### config.mk
export PLATFORM = sky130hd
export DESIGN_NAME = masked_sram_1rw_ext
export DESIGN_NICKNAME = d
export VERILOG_FILES = /design/src/rtl/sram_ext_pkg.sv /design/src/rtl/sram_rd_pipe.sv /design/src/rtl/masked_sram_1rw_ext.sv
export SDC_FILE = /design/constraint.sdc
export NUM_CORES = 2
export LEC_CHECK = 0
export ABC_AREA = 0
export ABC_CLOCK_PERIOD_IN_PS = 10750
export CAP_MARGIN = 25
export CORE_MARGIN = 2
export CORE_UTILIZATION = 45
export DETAILED_ROUTE_END_ITERATION = 8
export GPL_ROUTABILITY_DRIVEN = 0
export GPL_TIMING_DRIVEN = 0
export HOLD_SLACK_MARGIN = 0.15
export PLACE_DENSITY_LB_ADDON = 0.15
export SYNTH_ARGS = -nofsm -noshare
export SYNTH_HDL_FRONTEND = slang
export SYNTH_SLANG_ARGS = --single-unit
### constraint.sdc
create_clock -name RW0_clk -period 10.75 [get_ports RW0_clk]
set_clock_uncertainty 0.1 [all_clocks]
set_input_delay 1.075 -clock RW0_clk [delete_from_list [all_inputs] [get_ports RW0_clk]]
set_output_delay 1.075 -clock RW0_clk [all_outputs]
set_load 0.005 [all_outputs]
### src/rtl/sram_ext_pkg.sv
// Shared definitions for the parametrised lane-masked single-port SRAM model.
// Holds the controller state encoding, the lane-width helper and the
// parameter legality function evaluated at elaboration time by the top.
package sram_ext_pkg;

  // Controller state: zeroing sweep after reset, then normal service.
  typedef enum logic {
    ST_INIT = 1'b0,
    ST_RUN  = 1'b1
  } sram_state_e;

  // Width of one write lane.
  function automatic int unsigned lane_bits(input int unsigned data_bits,
                                            input int unsigned mask_bits);
    return (mask_bits == 0) ? 0 : data_bits / mask_bits;
  endfunction

  // True when the geometry and latency parameters describe a buildable array.
  function automatic bit params_legal(input int unsigned addr_bits,
                                      input int unsigned depth,
                                      input int unsigned data_bits,
                                      input int unsigned mask_bits,
                                      input int unsigned read_latency);
    bit ok;
    ok = 1'b1;
    if (mask_bits == 0 || data_bits == 0 || (data_bits % mask_bits) != 0) ok = 1'b0;
    if (addr_bits == 0 || addr_bits > 31) ok = 1'b0;
    else if (depth < 2 || depth > (32'd1 << addr_bits)) ok = 1'b0;
    if (read_latency < 1 || read_latency > 2) ok = 1'b0;
    return ok;
  endfunction

endpackage

### src/rtl/sram_rd_pipe.sv
// Read-return pipeline: LATENCY register stages of valid + data.
// Data stages load only when their incoming valid is set, so the last stage
// holds the most recent read word between pulses. Async reset clears all.
// Ports:
//   clk, rst_n        clock, asynchronous active-low reset
//   in_valid, in_data read word captured at accept
//   out_valid         one-cycle pulse LATENCY cycles after in_valid
//   out_data          returned word, held between pulses
module sram_rd_pipe #(
  parameter int unsigned DATA_BITS = 200,
  parameter int unsigned LATENCY   = 1
) (
  input  logic                 clk,
  input  logic                 rst_n,
  input  logic                 in_valid,
  input  logic [DATA_BITS-1:0] in_data,
  output logic                 out_valid,
  output logic [DATA_BITS-1:0] out_data
);

  logic                 vld_q [LATENCY];
  logic [DATA_BITS-1:0] dat_q [LATENCY];

  for (genvar g = 0; g < LATENCY; g++) begin : g_stage
    if (g == 0) begin : g_first
      // First stage takes the word read from the array at accept.
      always_ff @(posedge clk or negedge rst_n) begin
        if (!rst_n) begin
          vld_q[0] <= 1'b0;
          dat_q[0] <= '0;
        end else begin
          vld_q[0] <= in_valid;
          if (in_valid) dat_q[0] <= in_data;
        end
      end
    end else begin : g_next
      // Later stages forward only valid words, preserving held data.
      always_ff @(posedge clk or negedge rst_n) begin
        if (!rst_n) begin
          vld_q[g] <= 1'b0;
          dat_q[g] <= '0;
        end else begin
          vld_q[g] <= vld_q[g-1];
          if (vld_q[g-1]) dat_q[g] <= dat_q[g-1];
        end
      end
    end
  end

  assign out_valid = vld_q[LATENCY-1];
  assign out_data  = dat_q[LATENCY-1];

endmodule

### src/rtl/masked_sram_1rw_ext.sv
// Parametrised single-port lane-masked SRAM behavioural model.
// After reset an optional zeroing sweep runs before requests are accepted.
// Reads return through a fixed-latency pipeline with a valid strobe and held
// data; out-of-range reads return zero, out-of-range writes are dropped.
// Ports:
//   RW0_clk, RW0_reset_n  clock, asynchronous active-low reset
//   RW0_en, RW0_wmode     request strobe, 1 = write / 0 = read
//   RW0_addr              word address
//   RW0_wmask, RW0_wdata  per-lane write enables and write data
//   RW0_ready             array accepts requests
//   RW0_rvalid, RW0_rdata read return pulse and held read data
module masked_sram_1rw_ext
  import sram_ext_pkg::*;
#(
  parameter int unsigned ADDR_BITS    = 3,
  parameter int unsigned DEPTH        = 8,
  parameter int unsigned DATA_BITS    = 200,
  parameter int unsigned MASK_BITS    = 2,
  parameter int unsigned READ_LATENCY = 1,
  parameter int unsigned INIT_ZERO    = 1
) (
  input  logic                 RW0_clk,
  input  logic                 RW0_reset_n,
  input  logic                 RW0_en,
  input  logic                 RW0_wmode,
  input  logic [ADDR_BITS-1:0] RW0_addr,
  input  logic [MASK_BITS-1:0] RW0_wmask,
  input  logic [DATA_BITS-1:0] RW0_wdata,
  output logic                 RW0_ready,
  output logic                 RW0_rvalid,
  output logic [DATA_BITS-1:0] RW0_rdata
);

  localparam int unsigned          LANE      = lane_bits(DATA_BITS, MASK_BITS);
  localparam int unsigned          IDX_BITS  = (DEPTH > 1) ? $clog2(DEPTH) : 1;
  localparam logic [ADDR_BITS-1:0] LAST_ADDR = ADDR_BITS'(DEPTH - 1);
  localparam logic [ADDR_BITS:0]   DEPTH_W   = (ADDR_BITS + 1)'(DEPTH);
  localparam bit                   DO_INIT   = (INIT_ZERO != 0);

  if (!params_legal(ADDR_BITS, DEPTH, DATA_BITS, MASK_BITS, READ_LATENCY)) begin : g_bad_params
    $error("masked_sram_1rw_ext: illegal ADDR_BITS/DEPTH/DATA_BITS/MASK_BITS/READ_LATENCY");
  end

  sram_state_e          state_q, state_d;
  logic [ADDR_BITS-1:0] init_cnt_q, init_cnt_d;
  logic                 ready_q, ready_d;
  logic                 init_we_c;

  logic                 addr_in_range_c;
  logic [IDX_BITS-1:0]  addr_idx_c;
  logic                 wr_acc_c;
  logic                 rd_acc_c;
  logic [DATA_BITS-1:0] rd_word_c;

  logic [DATA_BITS-1:0] mem [DEPTH];

  // State, sweep counter and ready flag.
  always_ff @(posedge RW0_clk or negedge RW0_reset_n) begin
    if (!RW0_reset_n) begin
      state_q    <= DO_INIT ? ST_INIT : ST_RUN;
      init_cnt_q <= '0;
      ready_q    <= !DO_INIT;
    end else begin
      state_q    <= state_d;
      init_cnt_q <= init_cnt_d;
      ready_q    <= ready_d;
    end
  end

  // Next state: INIT writes one zero word per cycle, leaves after the last.
  always_comb begin
    state_d    = state_q;
    init_cnt_d = init_cnt_q;
    init_we_c  = 1'b0;
    ready_d    = 1'b0;
    unique case (state_q)
      ST_INIT: begin
        init_we_c = 1'b1;
        if (init_cnt_q == LAST_ADDR) begin
          state_d    = ST_RUN;
          init_cnt_d = '0;
        end else begin
          init_cnt_d = init_cnt_q + ADDR_BITS'(1);
        end
      end
      ST_RUN: begin
        state_d = ST_RUN;
      end
    endcase
    // Ready follows the state it will be in after this edge.
    ready_d = (state_d == ST_RUN);
  end

  // Request decode.
  always_comb begin
    addr_in_range_c = ({1'b0, RW0_addr} < DEPTH_W);
    addr_idx_c      = IDX_BITS'(RW0_addr);
    wr_acc_c        = RW0_en && ready_q && RW0_wmode;
    rd_acc_c        = RW0_en && ready_q && !RW0_wmode;
    rd_word_c       = '0;
    if (addr_in_range_c) rd_word_c = mem[addr_idx_c];
  end

  // Array write port: zeroing sweep or lane-masked user write.
  always_ff @(posedge RW0_clk) begin
    if (init_we_c) begin
      mem[IDX_BITS'(init_cnt_q)] <= '0;
    end else if (wr_acc_c && addr_in_range_c) begin
      for (int unsigned i = 0; i < MASK_BITS; i++) begin
        if (RW0_wmask[i]) mem[addr_idx_c][i*LANE +: LANE] <= RW0_wdata[i*LANE +: LANE];
      end
    end
  end

  sram_rd_pipe #(
    .DATA_BITS (DATA_BITS),
    .LATENCY   (READ_LATENCY)
  ) u_rd_pipe (
    .clk       (RW0_clk),
    .rst_n     (RW0_reset_n),
    .in_valid  (rd_acc_c),
    .in_data   (rd_word_c),
    .out_valid (RW0_rvalid),
    .out_data  (RW0_rdata)
  );

  assign RW0_ready = ready_q;

endmodule

# [Yosys cells after proc, flatten, opt, wreduce, memory -nomap -nowiden]
# Memory sizes are Yosys's and may differ from the RTL's. A register that Yosys moved wholly into a read port is not among the register bits.
# Index checks and enable logic that the tools add are counted.
[classes] addsub=1 eq_ne=1 muxes=15 bitwise_logic=1 n_reduce_logical=6
[ops] cell="$mux 200" count=1
[ops] cell="$reduce_or 200->1" count=1
[ops] cell="$mux 1" count=10
[ops] cell="$mux 3" count=2
[ops] cell="$add 3x1->3 const B" count=1
[ops] cell="$eq 3x3->1 const B" count=1
[ops] cell="$logic_and 1x1->1" count=3
[ops] cell="$logic_not 1->1" count=2
[ops] cell="$mux 2" count=1
[ops] cell="$pmux 1 s2" count=1
[ops] cell="$not 1->1" count=1
[word_totals] reg_bits=5 ramBits=1600 inputBits=209 output_inout_bits=202 wordCells=28 n_memories=1
[memory_table] name="mem" depth=8 word_bits=200 rd=1 rd_clocked_by_memory_dff=1 write_ports=1 line="masked_sram_1rw_ext.sv:55" rtl="logic [DATA_BITS-1:0] mem [DEPTH];"

# [Depth between registers and ports, before layout]
[logic_depth] depth_word=7 ltp_mapped=7 mapped_depth_nobuf=4

# [By module]
# From an unflattened synthesis, not the netlist that was laid out.
[hier_totals] cells_unflattened=3028 area_unflattened_um2=70174.8
[modules_own_cells] mod="masked_sram_1rw_ext" n_inst=1 cells_each=2605 area_each_um2=62595.0
[modules_own_cells] mod="sram_rd_pipe" n_inst=1 cells_each=423 area_each_um2=7579.8

# [Worst setup path after synthesis]
# No wires, ideal clock.
[synth_timing] kind="input port to flip-flop" start="in RW0_wmask[0]" end="mem mem[0][100], enable pin" arrival_time_ns=11.434 required_time_ns=9.846 path_slack_ns=-1.588 cell_stages=4 path_cell_list="o2111a_1 buf_4 mux2_4 nor4_1"
[synth_via] elab_chain_len=6
[synth_lines] element="start: declaration" line="masked_sram_1rw_ext.sv:27" rtl="input logic [MASK_BITS-1:0] RW0_wmask,"
[synth_lines] element="$mux 1 (*)" line="masked_sram_1rw_ext.sv:110" rtl="if (RW0_wmask[i]) mem[addr_idx_c][i*LANE +: LANE] <= RW0_wdata[i*LANE +: LANE];"
[synth_lines] element="$mux 1 (*)" line="masked_sram_1rw_ext.sv:108" rtl="end else if (wr_acc_c && addr_in_range_c) begin"
[synth_lines] element="$mux 1 (*)" line="masked_sram_1rw_ext.sv:106" rtl="if (init_we_c) begin"
[synth_lines] element="$mux 1 (implied by the code) (*)" line="masked_sram_1rw_ext.sv:110"
[synth_lines] element="$reduce_or 200->1 (no source line) (*)"
[synth_lines] element="$mux 3 (no source line) / $mux 2 (equally long branches)"
[synth_lines] element="end: declaration" line="masked_sram_1rw_ext.sv:55"
# Every way passes the cells marked *; elsewhere a longest branch is shown, timed or not.

# [Final worst setup path]
[layout_timing] start="in RW0_wmode" end="mem mem[5][25], enable pin"
[layout_via] elab_chain_len=6
[layout_lines] element="start: declaration" line="masked_sram_1rw_ext.sv:25" rtl="input logic RW0_wmode,"
[layout_lines] element="$logic_and 1x1->1 (*)" line="masked_sram_1rw_ext.sv:98" rtl="wr_acc_c = RW0_en && ready_q && RW0_wmode;"
[layout_lines] element="$mux 1" line="masked_sram_1rw_ext.sv:108"
[layout_lines] element="$mux 1" line="masked_sram_1rw_ext.sv:106"
[layout_lines] element="$mux 1 (implied by the code)" line="masked_sram_1rw_ext.sv:110"
[layout_lines] element="$reduce_or 200->1 (no source line)"
[layout_lines] element="$mux 3 (no source line) / $mux 2 (equally long branches)"
# Marked as above.

==> metrics.txt <==
number of global-route vias before repair 34900; Netlist cell types 29; reg-to-reg startpoint RW0_ready; Hold WS ~380 ps; Critical Path Start Type input port; Post-synth top flop edfxtp_1; Yosys reg bits 1805; CTS Buffer Depth 3; clock power share 0.418; Mapped Avg Cell Area 21.31 um2; post-cts sizing count 0; storage element area 0.05318 mm2; Net Switching 3.111 mW; Gate power share 0.058; CTS HTree Levels 4; Post-DP HPWL around 110 mm; Die Area ~0.16 mm2; hold path cells 2; Initial Util 0.4528; drt drc 0; reg2reg setup slack just under 7000 ps; slew margin rel. 0.3538; total wire length 168.3 mm; max incr delay on CP 770 ps; Max IR drop VDD ~130 uV; highest clock rate 242.4 MHz; Most Frequent Cell on Critical Path buf_6; CTS Buf Count approximately 180; Worst R2R End mem[5][25]; CP arrival 4510 ps; share of cells above drive strength 1 0.2448; FP Rows 143; setup bufs post-CTS 0; fin util 0.5526; Multi-input gate area between 0.01 and 0.015 mm2; Critical Path Slowest Stage Cell nor3_2; Mapped Cells 3228; Die Span X 395.0 um; Syn. warnings 0; worst hold path type flip-flop to flip-flop; Post-DRT Antenna Nets 0; Area growth syn-to-layout 22.03%; nets@finish 4253; worst slew pin tran 964.1 ps; WHS Endpoint u_rd_pipe.out_data[29]; fin crit period 4125 ps; status complete, no violations; First-pass DRT Iterations 5; Cell Chain, Critical Path clkdlybuf4s50_1 -> o2111a_1 -> buf_4 -> buf_2 -> mux2i_1 -> nor3_2 -> buf_6 -> buf_6 -> buf_6 -> buf_6; largest net degree at the start of global routing between 80 and 90; clock sinks roughly 1800; io pins 411; P per Cell Area 176.0 mW/mm2; Fin. Hold Viols 0; Worst Reg2Reg Path Length in Cells 9; Max Fanout on Critical Path 10; Lkg Pwr 31.33 nW; fraction of registers with async set/reset 0.1136; Final Cycle Share 0.3837; vias after detailed routing 33720; Vias/cell around 5.4; Placeable Area 0.1519 mm2; CTS clk-pin slew, worst paths 60 ps; Hold Path Origin u_rd_pipe.out_data[29]; pre-CTS setup slack 5797 ps; sw frac 0.2106; global-route wire length before repair 244.5 mm; total track usage 0.2174; Cells after DPL 5885; final cell count without fillers between 6000 and 7000; initial DRC count 2548; wire length per cell 27.02 um; number of synthesized flops with an enable pin 1600; pins over their slew limit 0; register area share after synthesis 0.7731; maximum capacitance violations 0; CP Buf/Inv Count 7; die height 395.0 um; CTS tree built; unrepaired setup endpoints after global routing no; syn_nets around 3400; sequential share of power 0.524; Final setup viols 0; initial antenna violation count 16; Fillers approximately 12000; Int Power 11.66 mW; Syn Std Cell Area 0.06878 mm2; post-layout worst setup margin 6625 ps; CP endpoint kind flip-flop; Root Buffer clkbuf_16; worst skew pair latency 800 ps; PortBufs 407; Largest delay share family, worst path buffers and inverters; CP required 11130 ps; WS Path Type input port to flip-flop; GRT overflow 0; setup_tns 0 ps
## logic make-up (layout without fill, tap and decap cells)
kind of cell	Yosys count	in the layout	synth area share
fa+ha+maj	2	2	0.0003637
simple gates	425	425	0.03132
mux	610	610	0.1617
other cells	0	1	0
compound gates	204	204	0.01497
flops	1805	1805	0.7731
buf+inv	182	1153	0.01852
## per-layer routing
layer	track usage	routed length, um
met1	0.3117	73510
met2	0.3443	81040
met3	0.04717	10570
met4	0.04962	3159
met5	0	58
## power by group through the flow
stage	logic, mW	clock network [mW]	registers (mW)
after global routing	0.921	6.58	7.75
after CTS	0.875	6.31	7.75
after detailed placement	0.872	0	7.89
after floorplan	0.394	0	7.89
final	0.852	6.18	7.75
after global placement	0.843	0	7.91
## cells in the mapped netlist (all sizes together), types with 6 or more instances
cell type / count / area (um2)
and2: 200 / 1251
buf: 120 / 1041
clkbuf: 60 / 225.2
dfrtp: 205 / 5130
edfxtp: 1600 / 48050
mux2: 6 / 71.31
mux2i: 204 / 2046
mux4: 400 / 9009
nand2: 203 / 762.0
nor3: 8 / 40.04
nor4: 6 / 37.54
o21ai: 201 / 1006
## area by class of cell
cell class / count / area share
Antenna cell: 1 / 0.00002981
Timing Repair Buffer: 629 / 0.07875
Inverter: 2 / 0.00008944
Multi-Input combinational cell: 1241 / 0.1724
Buffer: 180 / 0.01510
Sequential cell: 1805 / 0.6335
Clock inverter: 78 / 0.007155
Tap cell: 2030 / 0.03026
Clock buffer: 264 / 0.06267
## worst max path at each step
stage	start	endpoint	slack (ps)	cells past startpoint
2_1_floorplan	RW0_wmask[0]	mem[3][0]	-1460	4
5_1_grt	RW0_wmode	mem[5][26]	6560	10
6_report	RW0_wmode	mem[5][25]	6630	10
3_3_place_gp	RW0_en	mem[3][28]	-13860	5
4_1_cts	RW0_wmode	mem[5][25]	6630	10
3_5_place_dp	RW0_en	mem[5][25]	5800	10
## worst register-to-register path, delay by kind of cell, from the launching register on
family                 cells  cell delay [ps]
and+or+nand+nor            1              770
DFF                        1              490
muxes                      1              250
buffers and inverters      6             1640
AOI/OAI and AO/OA          1              230
## sequential cells by signal, summed over array words and instances, names as in the netlist
signal / flops
mem: 1600
u_rd_pipe.out_data: 200
init_cnt_q: 3
RW0_ready: 1
u_rd_pipe.out_valid: 1
## through the flow
step	total power, mW	instance area (um2)
after global placement	8.756	75420
after global routing	15.25	83930
after CTS	14.93	83930
after floorplan	8.280	68810
after detailed placement	8.763	78050
final	14.77	83940
## layout by cell type (no fill, tap or decap), types with 28 or more instances in the layout
| cell type | instances |
|---|---|
| clkinv_1 | 28 |
| edfxtp_1 | 1600 |
| o21ai_1 | 200 |
| clkinv_2 | 32 |
| mux4_2 | 400 |
| mux2i_1 | 203 |
| clkbuf_16 | 188 |
| and2_1 | 200 |
| dfrtp_1 | 205 |
| buf_8 | 46 |
| buf_2 | 59 |
| buf_4 | 44 |
| buf_6 | 174 |
| nand2_1 | 203 |
| clkdlybuf4s50_1 | 406 |
| clkbuf_1 | 108 |
## what timing repair did
action / 4_1_cts / 5_1_grt
setup endpoints to repair: 0 / 0
endpoints found under the hold margin: 37 / 0
hold buffers: 1 / 0
Power figures use the tool's default switching activity.
